`config.mk`:
```
export PLATFORM = sky130hd
export DESIGN_NAME = fir_bitserial_mac
export DESIGN_NICKNAME = d
export VERILOG_FILES = /design/src/rtl/fir_bitserial_mac.sv
export SDC_FILE = /design/constraint.sdc
export NUM_CORES = 1
export LEC_CHECK = 0
export CAP_MARGIN = 20
export CELL_PAD_IN_SITES_DETAIL_PLACEMENT = 1
export CELL_PAD_IN_SITES_GLOBAL_PLACEMENT = 1
export CORE_MARGIN = 2
export CORE_UTILIZATION = 24
export DETAILED_ROUTE_END_ITERATION = 10
export DONT_BUFFER_PORTS = 1
export GPL_TIMING_DRIVEN = 0
export PLACE_DENSITY = 0.53
export SETUP_SLACK_MARGIN = 0.15
export SLEW_MARGIN = 20
export SYNTH_ARGS = -nofsm -noshare
export SYNTH_HDL_FRONTEND = slang
export SYNTH_SLANG_ARGS = --single-unit
export TNS_END_PERCENT = 100
```
`constraint.sdc`:
```
create_clock -name clk -period 12.47 [get_ports clk]
set_input_delay 2.494 -clock clk [delete_from_list [all_inputs] [get_ports clk]]
set_output_delay 2.494 -clock clk [all_outputs]
set_load 0.03 [all_outputs]
```
`src/rtl/fir_bitserial_mac.sv`:
```
// fir_bitserial_mac: bit-serial signed FIR multiply-accumulate, one sample bit per cycle across all taps.
// Rev 1.0
`timescale 1ns/1ps
`default_nettype none

module fir_bitserial_mac #(
  parameter int TAPS = 4,
  parameter int DW   = 16,
  parameter int CW   = 16,
  parameter int AW   = 32
) (
  input  logic                    clk,
  input  logic                    reset,
  input  logic                    in_valid,
  output logic                    in_ready,
  input  logic [DW-1:0]           sample_in,
  input  logic                    coef_we,
  input  logic [$clog2(TAPS)-1:0] coef_addr,
  input  logic [CW-1:0]           coef_data,
  output logic [AW-1:0]           sum_out,
  output logic                    sum_valid,
  output logic                    busy
);

  localparam int BW = $clog2(DW);

  typedef enum logic [1:0] {
    IDLE  = 2'd0,
    LOAD  = 2'd1,
    ACCUM = 2'd2,
    DONE  = 2'd3
  } state_t;

  state_t               state;
  logic [DW-1:0]        taps  [TAPS];
  logic signed [CW-1:0] coefs [TAPS];
  logic [AW-1:0]        acc;
  logic [AW-1:0]        partial;
  logic [AW-1:0]        shifted;
  logic [BW-1:0]        bit_cnt;

  // Sum of sign-extended coefficients whose tap has the current bit set.
  always_comb begin
    partial = '0;
    for (int k = 0; k < TAPS; k++) begin
      if (taps[k][bit_cnt]) begin
        partial = partial + AW'(coefs[k]);
      end
    end
  end

  assign shifted  = partial << bit_cnt;
  assign in_ready = (state == IDLE);
  assign busy     = ~in_ready;

  always_ff @(posedge clk) begin
    if (reset) begin
      state     <= IDLE;
      for (int k = 0; k < TAPS; k++) begin
        taps[k]  <= '0;
        coefs[k] <= '0;
      end
      acc       <= '0;
      bit_cnt   <= '0;
      sum_out   <= '0;
      sum_valid <= 1'b0;
    end else begin
      sum_valid <= 1'b0;
      case (state)
        IDLE: begin
          if (coef_we && (int'(coef_addr) < TAPS)) begin
            coefs[coef_addr] <= coef_data;
          end
          if (in_valid) begin
            for (int k = TAPS - 1; k > 0; k--) begin
              taps[k] <= taps[k-1];
            end
            taps[0] <= sample_in;
            acc     <= '0;
            bit_cnt <= '0;
            state   <= LOAD;
          end
        end
        LOAD: begin
          state <= ACCUM;
        end
        ACCUM: begin
          // The sample MSB carries negative weight in two's complement.
          if (bit_cnt == BW'(DW - 1)) begin
            acc   <= acc - shifted;
            state <= DONE;
          end else begin
            acc     <= acc + shifted;
            bit_cnt <= bit_cnt + 1'b1;
          end
        end
        DONE: begin
          sum_out   <= acc;
          sum_valid <= 1'b1;
          state     <= IDLE;
        end
        default: begin
          state <= IDLE;
        end
      endcase
    end
  end

endmodule

`default_nettype wire

```
## Word level (Yosys, flattened, before mapping)

Memories as Yosys holds them, arrays and structs flattened.
Index checks and enable logic that the tools add are counted.

| storage, ports and cells | value |
|---|---|
| logic and storage cells | 72 |
| memories kept | 2 |
| input port bits | 38 |
| output and inout bits | 35 |
| bits in registers | 71 |
| memory bits (writable) | 128 |

Memories:

| name | depth | bits a word | read ports | clocked after memory_dff | write ports | RTL line | RTL |
|---|---|---|---|---|---|---|---|
| coefs | 4 | 16 | 4 | 0 | 4 | 36 | `logic signed [CW-1:0] coefs [TAPS];` |
| taps | 4 | 16 | 4 | 0 | 4 | 35 | `logic [DW-1:0] taps [TAPS];` |

| operators by class | value |
|---|---|
| reductions and logical operators | 6 |
| $lt $le $gt $ge | 1 |
| equal/unequal tests | 7 |
| bitwise gates (word level) | 5 |
| add/subtract/negate cells | 6 |
| multiplexer cells | 39 |
| shift operators | 1 |

Operators by type and width:

| cell | count |
|---|---|
| $mux W32 | 6 |
| $add A32 B32 Y32 | 4 |
| $mux W16 | 5 |
| $pmux W32 S2 | 1 |
| $shl A32 B4 Y32 | 1 |
| $sub A32 B32 Y32 | 1 |
| $bmux W1 S4 | 4 |
| $mux W1 | 16 |
| $reduce_or A16 Y1 | 1 |
| $mux W4 | 2 |
| $pmux W2 S4 | 1 |
| $pmux W4 S2 | 1 |
| $mux W2 | 3 |
| $ne A2 B2 Y1 const B | 3 |
| $lt A4 B5 Y1 const B | 1 |
| $add A4 B1 Y4 const B | 1 |
| $eq A2 B2 Y1 const B | 2 |
| $eq A4 B4 Y1 const B | 1 |
| $or A1 B1 Y1 | 4 |
| $reduce_and A2 Y1 | 2 |
| $reduce_and A3 Y1 | 1 |
| $eq A2 B1 Y1 const B | 1 |
| $logic_not A2 Y1 | 1 |
| $reduce_bool A2 Y1 | 1 |
| $not A1 Y1 | 1 |

## Longest topological paths before layout

Gate-level depths: netlist of run 1.

| depth | value |
|---|---|
| word-level depth | 13 |
| gate-level depth with buffers | 57 |
| mapped depth without buffers | 55 |

## Worst setup path before layout of run 1

No wires, ideal clock.

| path | value |
|---|---|
| kind | register to register |
| start | reg bit_cnt[1] |
| end | reg acc[31] |
| data arrival time | 11,282 ps |
| path buffers | 1 |
| cell stages (with the launch flop) | 56 |
| required time | 12,398 ps |
| library setup time | 72 ps |
| path slack | 1,117 ps |
| cell sequence | dfxtp_1 -> mux4_2 -> o22a_2 -> nand2_1 -> nand2_1 -> clkbuf_1 -> and2_1 -> ha_1 -> a21o_1 -> and2_1 -> a32oi_1 -> nand2_1 -> o311ai_2 -> o211ai_1 -> and2_1 -> o21ai_0 -> nand2b_1 -> a21o_1 -> [20 not listed] -> a221oi_1 -> mux4_2 -> mux2i_1 -> mux2_2 -> or3_1 -> or2_1 -> a21boi_2 -> xor2_1 -> ha_1 -> or2_2 -> a21oi_1 -> a31oi_1 -> nand3_1 -> a21boi_0 -> nor2_1 -> xnor3_1 -> nand2b_1 -> mux2i_1 |

| on the way | value |
|---|---|
| word-level cells in the longest chain between the ends | 13 |
| elaborated cells on any way between the ends | 21 |
| classes of those cells | 5 x add/sub; 1 x eq/ne; 1 x shift; 14 x mux |

RTL lines:

| item | RTL line | RTL |
|---|---|---|
| start: declaration | 40 | `logic [BW-1:0] bit_cnt;` |
| start signal: assignment | 94 | `bit_cnt <= bit_cnt + 1'b1;` |
| $bmux W1 S4 | 46 | `if (taps[k][bit_cnt]) begin` |
| $mux W1 (implied by the code) | 46 |  |
| $mux W32 | 46 |  |
| $add A32 B32 Y32 | 47 | `partial = partial + AW'(coefs[k]);` |
| $mux W32 | 46 |  |
| $add A32 B32 Y32 | 47 |  |
| $mux W32 | 46 |  |
| $add A32 B32 Y32 | 47 |  |
| $mux W32 | 46 |  |
| $shl A32 B4 Y32 | 52 | `assign shifted = partial << bit_cnt;` |
| $add A32 B32 Y32 / $sub A32 B32 Y32 (equally long branches) | 93, 90 |  |
| $mux W32 * | 89 | `if (bit_cnt == BW'(DW - 1)) begin` |
| $pmux W32 S2 * | 69 | `case (state)` |
| end signal: assignment | 90 | `acc <= acc - shifted;` |
| end signal: assignment | 93 | `acc <= acc + shifted;` |
| end: declaration | 37 | `logic [AW-1:0] acc;` |

Mark *: on every way between the ends. The rest lies on a longest branch, timed or not. The select of a mux whose other input is x is not followed.
A chain may end at the register's enable or synchronous reset.

## Worst setup path in the final report of run 1

| path | value |
|---|---|
| start | reg bit_cnt[1] |
| end | reg acc[30] |

The elaborated chain is that of the path after synthesis.

==> impl_metrics.json, run 1 <==
{
  "start_kind": "register",
  "ys_seq_area_frac": 0.292,
  "layout_common_cells": "nor2_1 (224), nand2_1 (181), and2_1 (152)",
  "antenna_found_initial": 1,
  "overflow": 0,
  "setup_viol_count_final": 0,
  "critPathRequiredTime_ns": 12.84,
  "mostFrequentLayoutCell": "nor2_1",
  "critical_path_arrival_ns": 12.25,
  "hp-class": "reg -> reg",
  "core-area_mm2": 0.0744,
  "worstSetupStartpoint": "bit_cnt[1]",
  "ys.flop_type": "edfxtp_1",
  "numCtsBuffers": 17,
  "crit_type": "reg -> reg",
  "final.setup.worst_slack_ns": 0.592,
  "power_leakage_nw": 8.31,
  "worst_pin_slew_ns": 1.17,
  "worstReg2RegStart": "bit_cnt[1]",
  "synthCells": 2106,
  "grt_pass1_wl_um": 110000,
  "cts-root-buf": "clkbuf_16",
  "cts.sinks": 199,
  "max_stage_delay_ns": 0.55,
  "grt_pass1_vias": 17400,
  "utilization": 0.283,
  "postSynthAreaPerCell_um2": 8.57,
  "drive_gt1_frac": 0.143,
  "vias": 16800,
  "worstRegToRegCells": 56,
  "yosys.cell_types.count": 109,
  "ys_warn_count": 0,
  "clk_pin_slew_ns": 0.08,
  "rsz0062_at_grt": "no",
  "critPathMostFrequentCell": "a21o_1",
  "ys_ff_latch": 199,
  "min_from": "acc[31]",
  "post-route-min-period_ns": 11.88,
  "hpwl_um": 59200,
  "vdd_drop_max_v": 0.0000857,
  "grt_max_degree": 54,
  "vias_per_cell": 5.32,
  "async_flop_share": 0,
  "pre_cts_ws_ns": -2.24,
  "place_congestion": 0.922,
  "rows": 100,
  "drc": 0,
  "fmax_mhz": 84.2,
  "period_share": 0.952,
  "track_usage": 0.188,
  "end_kind": "register",
  "clock_latency_ns": 0.49,
  "drv_cap": 0,
  "drtIter0Drc": 1008,
  "h-tree-depth": 4,
  "die_area_mm2": 0.0774,
  "hold_viol_final": 0,
  "netlist_area_mm2": 0.0181,
  "clock_tree.buffer_depth": 2,
  "skew_ns": 0.0198,
  "dr.pass1.iters": 7,
  "synth_edf_count": 128,
  "nNetsFinal": 2338,
  "outcome": "complete, no violations",
  "routedWlPerCell_um": 23.2,
  "crit_path_top_delay_cell": "mux4_2",
  "drv_slew": 0,
  "antenna_cells": 0,
  "dieHeight_um": 278,
  "crit_path_max_fanout": 7,
  "relSlewSlack": 0.202,
  "routed_wl_um": 73400,
  "die_w_um": 278,
  "power_mw": 5.41,
  "drtAntennaViolNets": 0,
  "synth_nets": 2263,
  "endpoint": "acc[30]",
  "initial_utilization": 0.243,
  "pin_count": 73,
  "cts_tree": "yes",
  "r2r-end": "acc[30]",
  "port_buffers": 0,
  "tns_ns": 0,
  "holdBufCountCts": 0,
  "syn_to_final_growth_pct": 16.6,
  "rrSetupSlack_ns": 0.59,
  "p_per_area_mw_per_mm2": 257
}
## where the power goes
| group | switching, mW | leakage [nW] | internal [mW] |
|---|---|---|---|
| sequential | 0.0653 | 1.93 | 0.811 |
| clock | 0.302 | 0.290 | 0.271 |
| combinational | 2.45 | 6.09 | 1.51 |
## critical path: cells and delay by family (launching register included)
family                   cells  cell delay (ns)
flip-flops                   1             0.43
AND/OR/NAND/NOR             23             4.02
buffers and inverters        3             0.42
XOR/XNOR                     2             0.33
multiplexers                 2             0.84
adder cells (fa/ha/maj)      5             1.37
AO/OA/AOI/OAI               21             4.34
## logic make-up after synthesis
| kind of cell | synth area share |
|---|---|
| simple gates | 0.234 |
| compound gates | 0.230 |
| flops | 0.292 |
| buf+inv | 0.0366 |
| fa+ha+maj | 0.0851 |
| mux | 0.0729 |
| xor+xnor | 0.0498 |
## registers in the layout, summed over array words and instances, names as in the netlist
register / flops
state: 2
bit_cnt: 4
coefs: 64
taps: 64
acc: 32
sum_out: 32
sum_valid: 1
## layer usage
metal,vias up,part of all wire,track usage
met4,0,0.039,0.0832
met2,357,0.46,0.306
met5,-,0,0
li1,8048,-,-
met1,8329,0.46,0.247
met3,97,0.039,0.0269
## worst min path at each step
| stage | endpoint | slack, ns | depth (start not counted) |
|---|---|---|---|
| after floorplan | acc[31] | 0.44 | 1 |
| after global placement | acc[31] | 0.47 | 1 |
| after detailed placement | acc[31] | 0.46 | 1 |
| after CTS | acc[31] | 0.47 | 1 |
| after global routing | acc[31] | 0.49 | 1 |
| final | acc[31] | 0.48 | 1 |
## layout make-up
cell class              count  area [µm²]
plain buffers             101         488
clock buffers              17         425
clock inverters            15         163
fillers                  8700       53400
inverters                  54         203
multi-input cells        1752       12900
flip-flops and latches    199        5270
well taps                 969        1210
repair buffers             56         440
## per-stage QoR
step / instance area (µm²) / instances / hold WS [ns]
after floorplan: 18100 / 2106 / 0.439
after global placement: 19300 / 3075 / 0.468
after detailed placement: 19300 / 3077 / 0.463
after CTS: 20300 / 3126 / 0.475
after global routing: 21100 / 3163 / 0.494
final: 21100 / 3163 / 0.480
## synthesized netlist by cell type (all sizes together), types with 26 or more instances
cell type,n,area share
xor2,43,0.021
dfxtp,71,0.079
a21o,40,0.017
xnor2,57,0.028
a211oi,26,0.012
nand2,188,0.039
nand3,54,0.015
a21oi,118,0.033
buf,32,0.011
ha,114,0.079
edfxtp,128,0.21
a22oi,33,0.014
and2,157,0.054
mux2i,73,0.041
o21ai,93,0.026
clkbuf,69,0.014
nor2,229,0.048
nor3,47,0.014
inv,52,0.011
## repair_timing
action                                 CTS  global route
setup buffers                           17            37
pin swaps                               14            49
endpoints found under the hold margin    0             0
resized for setup                       66           101
setup endpoints to repair               17            11
Power figures use the tool's default switching activity.
==> inputs of run 2 (changes only) <==
--- a/config.mk
+++ b/config.mk
@@ -8,7 +8,7 @@
 export CAP_MARGIN = 20
 export CELL_PAD_IN_SITES_DETAIL_PLACEMENT = 1
 export CELL_PAD_IN_SITES_GLOBAL_PLACEMENT = 1
-export CORE_MARGIN = 2
+export CORE_MARGIN = 10
 export CORE_UTILIZATION = 24
 export DETAILED_ROUTE_END_ITERATION = 10
 export DONT_BUFFER_PORTS = 1
==> impl_metrics.json, run 2 (synthesis results as in run 1) <==
{
  "rsz0062_at_grt": "yes",
  "period_share": 0.964,
  "holdBufCountCts": 0,
  "dieHeight_um": 294,
  "antenna_found_initial": 2,
  "clock_latency_ns": 0.50,
  "seqPwrFrac": 0.162,
  "comb_power_share": 0.732,
  "fmax_mhz": 83.2,
  "syn_to_final_growth_pct": 17.0,
  "port_buffers": 0,
  "crit_path_top_delay_cell": "mux4_2",
  "dr.pass1.iters": 5,
  "switching_share": 0.521,
  "vias": 16900,
  "critical_path_arrival_ns": 12.46,
  "track_usage": 0.168,
  "hold_viol_final": 0,
  "p_per_area_mw_per_mm2": 256,
  "overflow": 0,
  "hpwl_um": 60100,
  "routed_wl_um": 74700,
  "max_stage_delay_ns": 0.55,
  "outcome": "complete, no violations",
  "pin_count": 73,
  "h-tree-depth": 4,
  "tns_ns": 0,
  "layout_common_cells": "nor2_1 (225), nand2_1 (181), and2_1 (153)",
  "power_leakage_nw": 8.33,
  "drtAntennaViolNets": 0,
  "core-area_mm2": 0.0746,
  "relSlewSlack": 0.250,
  "drv_slew": 0,
  "clockPowerShare": 0.107,
  "cellInternalPower_mw": 2.60,
  "critPathRequiredTime_ns": 12.91,
  "p_sw_mw": 2.82,
  "die_w_um": 294,
  "vdd_drop_max_v": 0.0000911,
  "crit_type": "reg -> reg",
  "end_kind": "register",
  "grt_pass1_vias": 17300,
  "cts_tree": "yes",
  "top_regs": "coefs: 64 flops, taps: 64 flops",
  "nNetsFinal": 2345,
  "clk_pin_slew_ns": 0.08,
  "skew_ns": 0.0201,
  "place_congestion": 0.948,
  "vias_per_cell": 5.33,
  "routedWlPerCell_um": 23.5,
  "post-route-min-period_ns": 12.03,
  "drtIter0Drc": 1178,
  "drc": 0,
  "grt_max_degree": 55,
  "hp-class": "reg -> reg",
  "initial_utilization": 0.242,
  "start_kind": "register",
  "clock_tree.buffer_depth": 2,
  "cts.sinks": 199,
  "setup_viol_count_final": 0,
  "cts-root-buf": "clkbuf_16",
  "crit_path_max_fanout": 5,
  "die_area_mm2": 0.0866,
  "worst_pin_slew_ns": 1.13,
  "mostFrequentLayoutCell": "nor2_1",
  "power_mw": 5.42,
  "numCtsBuffers": 17,
  "rows": 100,
  "drive_gt1_frac": 0.143,
  "drv_cap": 0,
  "grt_pass1_wl_um": 111000
}
==> run 2: cell count changes in the layout (fill, tap and decap cells not counted), moves of 3 or more <==
| cell | before | now |
|---|---|---|
| buf_4 | 66 | 70 |
| ha_1 | 109 | 112 |
| ha_2 | 3 | 0 |
| nor3_2 | 4 | 7 |
| o21ai_2 | 4 | 7 |
==> run 2: final timing paths <==
kind	cells past startpoint	slack, ns	from	end
worst max-delay path	57	0.44	bit_cnt[1]	acc[31]
worst max register to register	57	0.44	bit_cnt[1]	acc[31]
worst min-delay path	1	0.48	acc[31]	acc[31]
worst min register to register	1	0.48	acc[31]	acc[31]
==> run 2: what timing repair did <==
action                                  CTS  global route
setup buffers                            18            44
resized for setup                        68           101
hold endpoints to repair                  0             0
pin swaps                                17            47
endpoints found under the setup margin   18            10
==> run 2: critical path, delay by kind of cell (launching register included) <==
kind                       cells  cell delay [ns]
buffers and inverters          2             0.28
DFF                            1             0.41
adders and majority gates      5             1.36
muxes                          5             1.42
xor gates and xnor gates       3             0.62
AOI/OAI and AO/OA             19             3.78
and+or+nand+nor               23             4.06
==> run 2: final cells by class <==
| type | count | area, µm² |
|---|---|---|
| fill | 8761 | 53400 |
| multi-input combinational | 1752 | 12900 |
| sequential | 199 | 5270 |
| tap | 969 | 1210 |
| timing repair buffer | 63 | 509 |
| buffer | 101 | 497 |
| clock buffer | 18 | 429 |
| inverter | 54 | 203 |
| clock inverter | 13 | 158 |
| antenna | 1 | 2.50 |
==> run 2: stage by stage <==
step / worst slack, ns / hold slack, ns / cell area (µm²) / instances / util
5_1_grt: 0.00838 / 0.508 / 21100 / 3170 / 0.283
6_report: 0.445 / 0.478 / 21100 / 3170 / 0.283
3_3_place_gp: -2.35 / 0.462 / 19300 / 3075 / 0.258
2_1_floorplan: 1.12 / 0.439 / 18100 / 2106 / -
3_5_place_dp: -2.46 / 0.466 / 19300 / 3076 / 0.259
4_1_cts: 0.173 / 0.478 / 20300 / 3125 / 0.273
==> run 2: power groups by stage <==
stage	clock network (mW)	registers [mW]	logic, mW
floorplan	0	0.861	2.46
global placement	0	0.893	3.46
detailed placement	0	0.891	3.53
CTS	0.599	0.877	3.65
global route	0.620	0.887	4.29
finish	0.578	0.876	3.96
==> run 2: routing by layer <==
metal / vias up / part of all wire / track usage
li1: 8037 / - / -
met1: 8411 / 0.46 / 0.219
met2: 378 / 0.48 / 0.283
met3: 74 / 0.043 / 0.0288
met4: 2 / 0.021 / 0.0458
met5: - / 0.000094 / 0
==> inputs of run 3 (changes only) <==
--- a/config.mk
+++ b/config.mk
@@ -8,7 +8,7 @@
 export CAP_MARGIN = 20
 export CELL_PAD_IN_SITES_DETAIL_PLACEMENT = 1
 export CELL_PAD_IN_SITES_GLOBAL_PLACEMENT = 1
-export CORE_MARGIN = 10
+export CORE_MARGIN = 2
 export CORE_UTILIZATION = 24
 export DETAILED_ROUTE_END_ITERATION = 10
 export DONT_BUFFER_PORTS = 1
==> results of run 3 <==
Final layout, timing and power as in run 1 (identical DEF).
